===== src/rtl/btn_conditioner.sv =====
// btn_conditioner: synchronise, debounce and edge-detect push-buttons, optional auto-repeat.
// Define BTN_CONDITIONER_REPEAT_EN to re-issue press pulses while a button is held.
`timescale 1ns/1ps
module btn_conditioner #(
    parameter int N_BTN           = 4,
    parameter int ACTIVE_LOW      = 1,
    parameter int DEBOUNCE_CYCLES = 371250,
    parameter int REPEAT_DELAY    = 29700000,
    parameter int REPEAT_PERIOD   = 7425000
) (
    input  logic             clk,
    input  logic             ext_reset,
    input  logic [N_BTN-1:0] btn_raw,
    output logic [N_BTN-1:0] btn_level,
    output logic [N_BTN-1:0] btn_press,
    output logic [N_BTN-1:0] btn_release
);
    localparam int CW = $clog2(DEBOUNCE_CYCLES);
    localparam logic [CW-1:0] C_MAX = CW'(DEBOUNCE_CYCLES - 1);

    if (DEBOUNCE_CYCLES < 2 || REPEAT_DELAY < 1 || REPEAT_PERIOD < 1) begin : g_bad_param
        $error("btn_conditioner: illegal timing parameter");
    end

    for (genvar i = 0; i < N_BTN; i++) begin : g_btn
        logic raw_in, sync1, sync2, s, accept, rise, fall, rep, press_q, release_q;
        logic [CW-1:0] c;
        assign raw_in = (ACTIVE_LOW != 0) ? ~btn_raw[i] : btn_raw[i];
        assign accept = (sync2 != s) && (c == C_MAX);
        assign rise   = accept && sync2;
        assign fall   = accept && !sync2;

        always_ff @(posedge clk or negedge ext_reset) begin
            if (!ext_reset) begin
                sync1     <= 1'b0;
                sync2     <= 1'b0;
                s         <= 1'b0;
                c         <= '0;
                press_q   <= 1'b0;
                release_q <= 1'b0;
            end else begin
                sync1     <= raw_in;
                sync2     <= sync1;
                s         <= accept ? sync2 : s;
                c         <= (sync2 == s || accept) ? '0 : c + CW'(1);
                press_q   <= rise || rep;
                release_q <= fall;
            end
        end

`ifdef BTN_CONDITIONER_REPEAT_EN
        localparam int RMAX = (REPEAT_DELAY > REPEAT_PERIOD) ? REPEAT_DELAY : REPEAT_PERIOD;
        localparam int RW   = (RMAX > 1) ? $clog2(RMAX) : 1;
        localparam logic [RW-1:0] RD_MAX = RW'(REPEAT_DELAY - 1);
        localparam logic [RW-1:0] RP_MAX = RW'(REPEAT_PERIOD - 1);
        typedef enum logic [1:0] {IDLE, DELAY, REPEAT} rstate_t;
        rstate_t state, state_n;
        logic [RW-1:0] r, r_n;

        always_ff @(posedge clk or negedge ext_reset) begin
            if (!ext_reset) begin
                state <= IDLE;
                r     <= '0;
            end else begin
                state <= state_n;
                r     <= r_n;
            end
        end

        // a release accepted in the same cycle suppresses any repeat falling due
        always_comb begin
            state_n = state;
            r_n     = r + RW'(1);
            rep     = 1'b0;
            case (state)
                IDLE: begin
                    r_n     = '0;
                    state_n = rise ? DELAY : IDLE;
                end
                DELAY: if (r == RD_MAX) begin
                    rep     = 1'b1;
                    state_n = REPEAT;
                    r_n     = '0;
                end
                REPEAT: if (r == RP_MAX) begin
                    rep = 1'b1;
                    r_n = '0;
                end
                default: state_n = IDLE;
            endcase
            if (fall) begin
                state_n = IDLE;
                r_n     = '0;
                rep     = 1'b0;
            end
        end
`else
        assign rep = 1'b0;
`endif

        assign btn_level[i]   = s;
        assign btn_press[i]   = press_q;
        assign btn_release[i] = release_q;
    end
endmodule


===== config.mk =====
export PLATFORM = sky130hd
export DESIGN_NAME = btn_conditioner
export DESIGN_NICKNAME = d
export VERILOG_FILES = /design/src/rtl/btn_conditioner.sv
export SDC_FILE = /design/constraint.sdc
export NUM_CORES = 1
export LEC_CHECK = 0
export BUFFER_PORTS_ARGS = -buffer_cell sky130_fd_sc_hd__buf_2
export CORE_UTILIZATION = 30
export CTS_BUF_LIST = sky130_fd_sc_hd__clkbuf_8
export DETAILED_ROUTE_END_ITERATION = 8
export PLACE_DENSITY = 0.47
export SLEW_MARGIN = 20
export SYNTH_ARGS = -nofsm -noshare
export SYNTH_HDL_FRONTEND = slang
export SYNTH_SLANG_ARGS = --single-unit

===== constraint.sdc =====
create_clock -name clk -period 3 [get_ports clk]
set_input_delay 0.3 -clock clk [delete_from_list [all_inputs] [get_ports clk]]
set_output_delay 0.3 -clock clk [all_outputs]
set_load 0.01 [all_outputs]

== After elaboration in Yosys (flattened, before gate mapping) ==
Index checks and enable logic that the tools add are counted.

* Flip-flop bits (word level): 96
* Bits in latches: 0
* Bits in writable memories: 0
* Bits in read-only memories: 0
* Input port bits: 6
* Output and inout bits: 12
* Word-level logic and storage cells: 68
* Memories kept: 0

* Add/subtract/negate cells: 4
* Multiply operators: 0
* Divide/modulo/power cells: 0
* $lt $le $gt $ge: 0
* Equal/unequal tests: 12
* Shifts and indexed selects: 0
* Multiplexer cells: 4
* Bitwise logic cells: 4
* Reductions and logical operators: 20

{| class="wikitable"
|+ Operators by type and width
! kind !! count
|-
| adder 19 x 1 -> 19 bit, second input constant || 4
|-
| equality test 19 bit, second input constant || 4
|-
| two-way mux 19 bit || 4
|-
| logical AND 1 bit || 12
|-
| equality test 1 bit || 4
|-
| zero test 1 bit || 4
|-
| logical OR 1 bit || 4
|-
| != test 1 bit || 4
|-
| inverter 1 bit || 4
|}

== Logic depth before layout (Yosys ltp) ==
Gate-level depths: netlist of the first run.

* Depth in word-level cells: 4
* Mapped depth: 7
* Depth with buffers taken out: 6

== Least setup slack after synthesis of the first run ==
Ideal clock, no wire load.

* Path type: flip-flop to flip-flop
* Start: register g_btn[2].c[1]
* End: register g_btn[2].s
* Setup time: 125 ps
* Arrival: 1844 ps
* Required time: 2875 ps
* Path slack: 1031 ps
* Stages on the path, launching flop included: 7
* Buffers on the path: 0
* Period minus slack after synthesis: 1969 ps
* Path through: dfrtp_1 -> inv_1 -> ha_1 -> nor4bb_1 -> nand3_1 -> or4_4 -> mux2_4

* Longest elaborated chain between the ends: 2

{| class="wikitable"
|+ Ends and longest elaborated chain
! element !! line !! RTL
|-
| from (decl) || 27 || <nowiki>logic [CW-1:0] c;</nowiki>
|-
| from (signal assigned) || 45 || <nowiki>c <= (sync2 == s || accept) ? '0 : c + CW'(1);</nowiki>
|-
| equality test 19 bit || 29 || <nowiki>assign accept = (sync2 != s) && (c == C_MAX);</nowiki>
|-
| logical AND 1 bit || 29 ||
|-
| to (signal assigned) || 44 || <nowiki>s <= accept ? sync2 : s;</nowiki>
|-
| to (decl) || 26 || <nowiki>logic raw_in, sync1, sync2, s, accept, rise, fall, rep, press_q, release_q;</nowiki>
|}

Every way passes these cells.
A chain may end at the register's enable or synchronous reset.

== Final worst setup path of the first run ==
* Start: register g_btn[2].c[1]
* End: register g_btn[2].c[16]

* Longest elaborated chain between the ends: 4
* Elaborated cells between the ends (all ways): 5
* Those cells by class: add/sub: 1; eq/ne: 1; mux: 1; reduce/logical: 2

{| class="wikitable"
|+ Ends and longest elaborated chain
! element !! line
|-
| branches (longest 3 deep; another with adder 19 x 1 -> 19 bit) || n/a
|-
| two-way mux 19 bit * || 45
|}

Every way passes the cells marked *.

==> impl_metrics.env, run 1 <==
export IMPL_instances_no_fill=655
export IMPL_synth_area_per_cell_um2=10.5
export IMPL_grt_ovfl_total=0
export IMPL_path_clk_slew_ns=0.09
export IMPL_placedCellCount=638
export IMPL_nNetsFinal=476
export IMPL_vias=3134
export IMPL_grt_max_degree=50
export IMPL_finClkSkew_ns=0.0157
export IMPL_dieHeight_um=127
export IMPL_synth_top_family_by_area="simple AND/OR/NAND/NOR gates"
export IMPL_max_freq_mhz=464
export IMPL_utilization=0.339
export IMPL_finalSetupTns_ns=0
export IMPL_synth_nets=458
export IMPL_grtUsageTotal=0.121
export IMPL_hpwl_mm=5.90
export IMPL_synth_edf_count=0
export IMPL_setup_viol=0
export IMPL_critPathLaunchType="register"
export IMPL_cp_arrival_ns=2.43
export IMPL_gp_congestion=0.761
export IMPL_p_leak_nw=2.09
export IMPL_drive_gt1_frac=0.116
export IMPL_period_share=0.718
export IMPL_ios=18
export IMPL_required_ns=3.27
export IMPL_ys_dominant_reg_cell="dfrtp_1"
export IMPL_core_um2=15100
export IMPL_post_cts_buffers=0
export IMPL_clock_latency_ns=0.38
export IMPL_drt_antenna_violating_nets=0
export IMPL_grt_pass1_vias=3143
export IMPL_syn2layout_area_growth_pct=10.4
export IMPL_p_per_area_nw_per_um2=461
export IMPL_clock_root_buffer="clkbuf_8"
export IMPL_drt_initial_drc_count=200
export IMPL_synthMuxAreaShare=0.0164
export IMPL_grt_pass1_wl_mm=15.5
export IMPL_synth_seq_area_share=0.516
export IMPL_fp_dieArea_um2=16000
export IMPL_ys_ff_latch=96
export IMPL_total_power_mw=2.37
export IMPL_routed_via_density=4.78
export IMPL_crit_start="g_btn[2].c[1]"
export IMPL_synth_compound_area_frac=0.0352
export IMPL_worst_slack_ns=0.847
export IMPL_initial_utilization=0.307
export IMPL_netlist_instances=444
export IMPL_yosys_cell_types_count=35
export IMPL_p_seq_frac=0.563
export IMPL_critPathMaxFanout=10
export IMPL_h_tree_depth=3
export IMPL_synth_fa_ha_area_frac=0.0215
export IMPL_dp_slack_ns=0.812
export IMPL_avgRoutedWirePerCell_um=13.4
export IMPL_synthSimpleGateAreaFrac=0.249
export IMPL_cp_endpoint="g_btn[2].c[16]"
export IMPL_firstDrtPassIters=5
export IMPL_min_path_type="input pin to register"
export IMPL_yosysTopAreaCell="dfrtp_1"
export IMPL_reg2reg_to="g_btn[2].c[16]"
export IMPL_slew_violations=0
export IMPL_cts_buffer_depth=2
export IMPL_cts_buffers=9
export IMPL_reg2reg_depth=7
export IMPL_p_int_mw=1.81
export IMPL_status="completed"
export IMPL_power_frac_clock=0.400
export IMPL_clock_sinks=96
export IMPL_end_kind="register"
export IMPL_final_hold_violation_count=0
export IMPL_pwr_share_comb=0.037
export IMPL_io_buffers=17
export IMPL_antenna_found_initial=0
export IMPL_antenna_cells=0
export IMPL_drv_cap=0
export IMPL_yosys_top_cells_area="dfrtp_1, xnor2_1, nor2_1"
export IMPL_switching_share=0.234
export IMPL_rsz0062_at_grt="false"
export IMPL_r2r_start="g_btn[2].c[1]"
export IMPL_synthTopCellsByCount="dfrtp_1, nor2_1, xnor2_1"
export IMPL_r2r_slack_ns=0.85
export IMPL_wl_mm=8.75
export IMPL_worst_pin_slew_ns=0.650
export IMPL_synth_xor_area_share=0.120
export IMPL_peakVddDrop_uv=196
export IMPL_die_width_um=127
export IMPL_power_switching_mw=0.555
export IMPL_core_rowCount=45
export IMPL_postSynth_asyncResetShare=1.00
export IMPL_crit_type="register to register"
export IMPL_drcViolationCount=0
export IMPL_fin_crit_ns=2.15
export IMPL_yosys_warnings=0
export IMPL_synth_most_common_cell="dfrtp_1"
export IMPL_yosysTopAreaCellShare=0.516
export IMPL_relSlewSlack=0.567
export IMPL_synth_area_um2=4650
export IMPL_cts_tree="built"
[cells by family after synthesis]
family	count (synthesis)
adder cells (fa/ha/maj)	8
flip-flops	96
XOR/XNOR	64
AO/OA/AOI/OAI	16
multiplexers	6
AND/OR/NAND/NOR	219
buffers and inverters	35
[worst min-delay path by stage]
stage | from | end | slack, ns | cells after the start
2_1_floorplan | ext_reset | g_btn[0].c[0] | 0.004 | 0
3_3_place_gp | g_btn[0].sync1 | g_btn[0].sync2 | 0.33 | 0
3_5_place_dp | g_btn[1].sync1 | g_btn[1].sync2 | 0.33 | 0
4_1_cts | btn_raw[0] | g_btn[0].sync1 | 0.03 | 2
5_1_grt | btn_raw[0] | g_btn[0].sync1 | 0.04 | 2
6_report | btn_raw[0] | g_btn[0].sync1 | 0.05 | 2
[area by class of cell]
class / count / area (um^2)
fill: 1503 / 10000
sequential: 96 / 2400
multi-input combinational: 313 / 2060
tap: 188 / 235
timing repair buffer: 23 / 148
clock buffer: 9 / 124
clock inverter: 7 / 96.3
inverter: 19 / 71.3
[state kept, by name (all words and copies together) (netlist names)]
name and cells:
g_btn.c 76, g_btn.sync1 4, g_btn.press_q 4, g_btn.s 4, g_btn.sync2 4, g_btn.release_q 4
[metal layers]
layer / part of all wire / vias up / track usage
li1: - / 1571 / -
met1: 0.51 / 1511 / 0.164
met2: 0.44 / 39 / 0.186
met3: 0.024 / 13 / 0.0194
met4: 0.021 / 0 / 0.0638
met5: 0 / - / 0
[power by group through the flow]
| stage | clock, mW | sequential (mW) | combinational (mW) |
|---|---|---|---|
| after floorplan | 0 | 1.35 | 0.0446 |
| after global routing | 1.03 | 1.34 | 0.102 |
| after detailed placement | 0 | 1.36 | 0.0903 |
| after CTS | 0.988 | 1.33 | 0.0918 |
| after global placement | 0 | 1.36 | 0.0893 |
| final | 0.947 | 1.33 | 0.0877 |
[what timing repair did]
item,in CTS,in global routing
resized for setup,0,0
hold buffers,1,0
hold endpoints to repair,48,0
setup endpoints to repair,0,0
[stage by stage]
stage | hold WS (ns) | area [um^2]
6_report | 0.0508 | 5140
5_1_grt | 0.0407 | 5140
4_1_cts | 0.0314 | 5140
3_5_place_dp | 0.335 | 4910
3_3_place_gp | 0.333 | 4910
2_1_floorplan | 0.00441 | 4650
[placed cells by master (no fill, tap or decap), types with 4 or more instances in the layout]
master and count:
buf_2 16, nand2_1 18, ha_1 8, nor4bb_1 4, nand4_1 20, a21oi_1 4
nor2_1 86, dfrtp_1 96, xnor2_1 48, buf_4 5, nor4_1 24, inv_1 20
xor2_1 16, nor3b_1 9, clkbuf_8 9, nor3_1 14, nand3_1 25, and4_1 5
[critical path, cell delays in order (launching register included)]
cell and delay, ns:
dfrtp_1 0.43, inv_1 0.07, ha_1 0.14, nor4bb_1 0.28, nand3_1 0.18, o41ai_4 0.62, buf_4 0.27, nor2_1 0.06
(Power assumes the default switching activity.)
==> run 2: changes to the inputs <==
--- a/config.mk
+++ b/config.mk
@@ -5,11 +5,12 @@
 export SDC_FILE = /design/constraint.sdc
 export NUM_CORES = 1
 export LEC_CHECK = 0
+export ABC_AREA = 1
 export BUFFER_PORTS_ARGS = -buffer_cell sky130_fd_sc_hd__buf_2
 export CORE_UTILIZATION = 30
 export CTS_BUF_LIST = sky130_fd_sc_hd__clkbuf_8
 export DETAILED_ROUTE_END_ITERATION = 8
-export PLACE_DENSITY = 0.47
+export PLACE_DENSITY = 0.46
 export SLEW_MARGIN = 20
 export SYNTH_ARGS = -nofsm -noshare
 export SYNTH_HDL_FRONTEND = slang
==> constraint.sdc (replaced) <==
create_clock -name clk -period 2.13 [get_ports clk]
set_input_delay 0.213 -clock clk [delete_from_list [all_inputs] [get_ports clk]]
set_output_delay 0.213 -clock clk [all_outputs]
set_load 0.01 [all_outputs]
==> impl_metrics.env, run 2 <==
export IMPL_max_freq_mhz=635
export IMPL_crit_type="register to register"
export IMPL_dr_wl_met3_um=317
export IMPL_pwr_share_comb=0.038
export IMPL_yosys_cell_types_count=25
export IMPL_fp_dieArea_um2=18300
export IMPL_slew_violations=0
export IMPL_ys_dominant_reg_cell="dfrtp_1"
export IMPL_end_kind="register"
export IMPL_p_int_mw=2.79
export IMPL_relSlewSlack=0.661
export IMPL_setup_viol=0
export IMPL_clock_latency_ns=0.38
export IMPL_die_width_um=135
export IMPL_synth_top_family_by_area="simple AND/OR/NAND/NOR gates"
export IMPL_crit_start="g_btn[1].c[0]"
export IMPL_p_seq_frac=0.523
export IMPL_highest_layer="met4"
export IMPL_grt_max_degree=97
export IMPL_min_from="g_btn[3].sync1"
export IMPL_path_clk_slew_ns=0.09
export IMPL_switching_share=0.221
export IMPL_synth_area_per_cell_um2=7.44
export IMPL_cp_arrival_ns=1.84
export IMPL_cts_buffer_depth=2
export IMPL_cts_buffers=9
export IMPL_finClkSkew_ns=0.0126
export IMPL_synthSimpleGateAreaFrac=0.370
export IMPL_max_stage_delay_ns=0.40
export IMPL_dp_slack_ns=0.555
export IMPL_fin_crit_ns=1.57
export IMPL_synth_compound_area_frac=0.0127
export IMPL_firstDrtPassIters=4
export IMPL_core_um2=17300
export IMPL_synthTopCellsByCount="nand2_1, nor2_1, dfrtp_1"
export IMPL_core_rowCount=48
export IMPL_clock_sinks=96
export IMPL_critPathLaunchType="register"
export IMPL_synth_most_common_cell="nand2_1"
export IMPL_instances_no_fill=964
export IMPL_synth_fa_ha_area_frac=0.0188
export IMPL_min_path_type="register to register"
export IMPL_layout_commonest_cell="nand2_1"
export IMPL_drv_cap=0
export IMPL_drcViolationCount=0
export IMPL_placedCellCount=943
export IMPL_seqCellArea_um2=2400
export IMPL_cts_tree="built"
export IMPL_postSynth_asyncResetShare=1.00
export IMPL_yosys_top_cells_area="dfrtp_1, nand2_1, nor2_1"
export IMPL_p_per_area_nw_per_um2=606
export IMPL_finalSetupTns_ns=0
export IMPL_synth_edf_count=0
export IMPL_synth_area_um2=5330
export IMPL_grtUsageTotal=0.134
export IMPL_power_switching_mw=0.790
export IMPL_multiInputGateArea_um2=2450
export IMPL_p_leak_nw=2.62
export IMPL_wl_mm=11.1
export IMPL_wl_met1_mm=5.39
export IMPL_drt_antenna_violating_nets=0
export IMPL_nNetsFinal=748
export IMPL_antenna_found_initial=0
export IMPL_rsz0062_at_grt="false"
export IMPL_routed_wl_met2_mm=5.22
export IMPL_io_buffers=17
export IMPL_hpwl_mm=8.06
export IMPL_top_register="g_btn.c"
export IMPL_clock_root_buffer="clkbuf_8"
export IMPL_yosysTopAreaCellShare=0.451
export IMPL_final_cell_mix="nand2_1, nor2_1, dfrtp_1"
export IMPL_antenna_cells=0
export IMPL_synth_nets=731
export IMPL_worst_slack_ns=0.556
export IMPL_status="completed"
export IMPL_crit_path_cell_trace="ha_1 > nand2_1 > nor2_1 > nand2_1 > nor2_2 > xor2_1 > nor2_1"
export IMPL_synthMuxAreaShare=0
export IMPL_period_share=0.739
export IMPL_largest_reg_flops=76
export IMPL_cp_slowest_cell="dfrtp_1"
export IMPL_peakVddDrop_uv=602
export IMPL_worst_pin_slew_ns=0.508
export IMPL_required_ns=2.39
export IMPL_avgRoutedWirePerCell_um=11.5
export IMPL_yosysTopAreaCell="dfrtp_1"
export IMPL_grt_pass1_vias=4193
export IMPL_final_hold_violation_count=0
export IMPL_h_tree_depth=3
export IMPL_gp_congestion=0.852
export IMPL_syn2layout_area_growth_pct=10.6
export IMPL_r2r_start="g_btn[1].c[0]"
export IMPL_ios=18
export IMPL_synth_xor_area_share=0.0591
export IMPL_yosys_warnings=0
export IMPL_critPathMaxFanout=4
export IMPL_dieHeight_um=135
export IMPL_synth_seq_area_share=0.451
export IMPL_grt_ovfl_total=0
export IMPL_cts_resized_gates=0
export IMPL_routed_via_density=4.39
export IMPL_power_frac_clock=0.440
export IMPL_grt_pass1_wl_mm=19.4
export IMPL_drt_initial_drc_count=278
export IMPL_vias=4228
export IMPL_nFillCells=1862
export IMPL_drive_gt1_frac=0.0785
export IMPL_initial_utilization=0.308
export IMPL_netlist_instances=717
export IMPL_ys_ff_latch=96
run 2: changes by cell type in the layout (fill, tap and decap cells not counted), moves of 24 or more:
cell,delta
nor2_1,+78
nand3_1,+29
inv_1,+69
nor4_1,-24
xnor2_1,-43
nand2_1,+167
run 2: per-stage QoR:
stage          utilization  cell area [um^2]  hold slack, ns  power (mW)
6_report             0.341              5900           0.355        3.58
5_1_grt              0.341              5900           0.366        3.74
4_1_cts              0.341              5900           0.359        3.66
3_5_place_dp         0.323              5580           0.320        2.04
3_3_place_gp         0.323              5580           0.316        2.04
2_1_floorplan            -              5330         -0.0826        1.98
run 2: power by group through the flow:
stage               sequential (mW)  clock, mW  combinational (mW)
detailed placement             1.91          0               0.135
global route                   1.87       1.71               0.161
global placement               1.90          0               0.133
CTS                            1.87       1.65               0.142
floorplan                      1.90          0              0.0747
finish                         1.87       1.57               0.135
run 2: layout make-up:
type,count,area share
Multi-Input combinational cell,515,0.416
Sequential cell,96,0.407
Timing Repair Buffer,23,0.0267
Inverter,89,0.0566
Tap cell,225,0.0477
Clock buffer,9,0.0210
Clock inverter,7,0.0244
run 2: logic make-up after synthesis:
group	Yosys count
AND/OR/NAND/NOR	459
buffers and inverters	106
flip-flops	96
XOR/XNOR	36
AO/OA/AOI/OAI	12
adder cells (fa/ha/maj)	8
run 2: path summary, 6_finish.rpt:
| path | to | slack (ns) | depth (start not counted) |
|---|---|---|---|
| max in group asynchronous | g_btn[1].c[17] | 1.32 | 3 |
| worst min register to register | g_btn[3].sync2 | 0.36 | 0 |
| min in group asynchronous | g_btn[0].c[16] | 0.43 | 3 |
| worst min-delay path | g_btn[3].sync2 | 0.36 | 0 |
| worst max-delay path | g_btn[1].c[12] | 0.56 | 7 |
| worst max register to register | g_btn[1].c[12] | 0.56 | 7 |
run 2: critical path: cells and delay by family (launching register included):
kind	cells	cell delay, ns
flip-flops	1	0.40
adder cells (fa/ha/maj)	1	0.24
AND/OR/NAND/NOR	5	0.68
XOR/XNOR	1	0.16
run 2: routing by layer:
metal | GRT usage | vias to the layer above
met5 | 0 | -
met4 | 0.0424 | 0
met3 | 0.0337 | 12
met2 | 0.224 | 44
met1 | 0.169 | 1960
li1 | - | 2212
run 2: repair_timing:
item / 4_1_cts / 5_1_grt
endpoints found under the hold margin: 100 / 0
hold buffers: 5 / 0
buffers inserted: 0 / 0
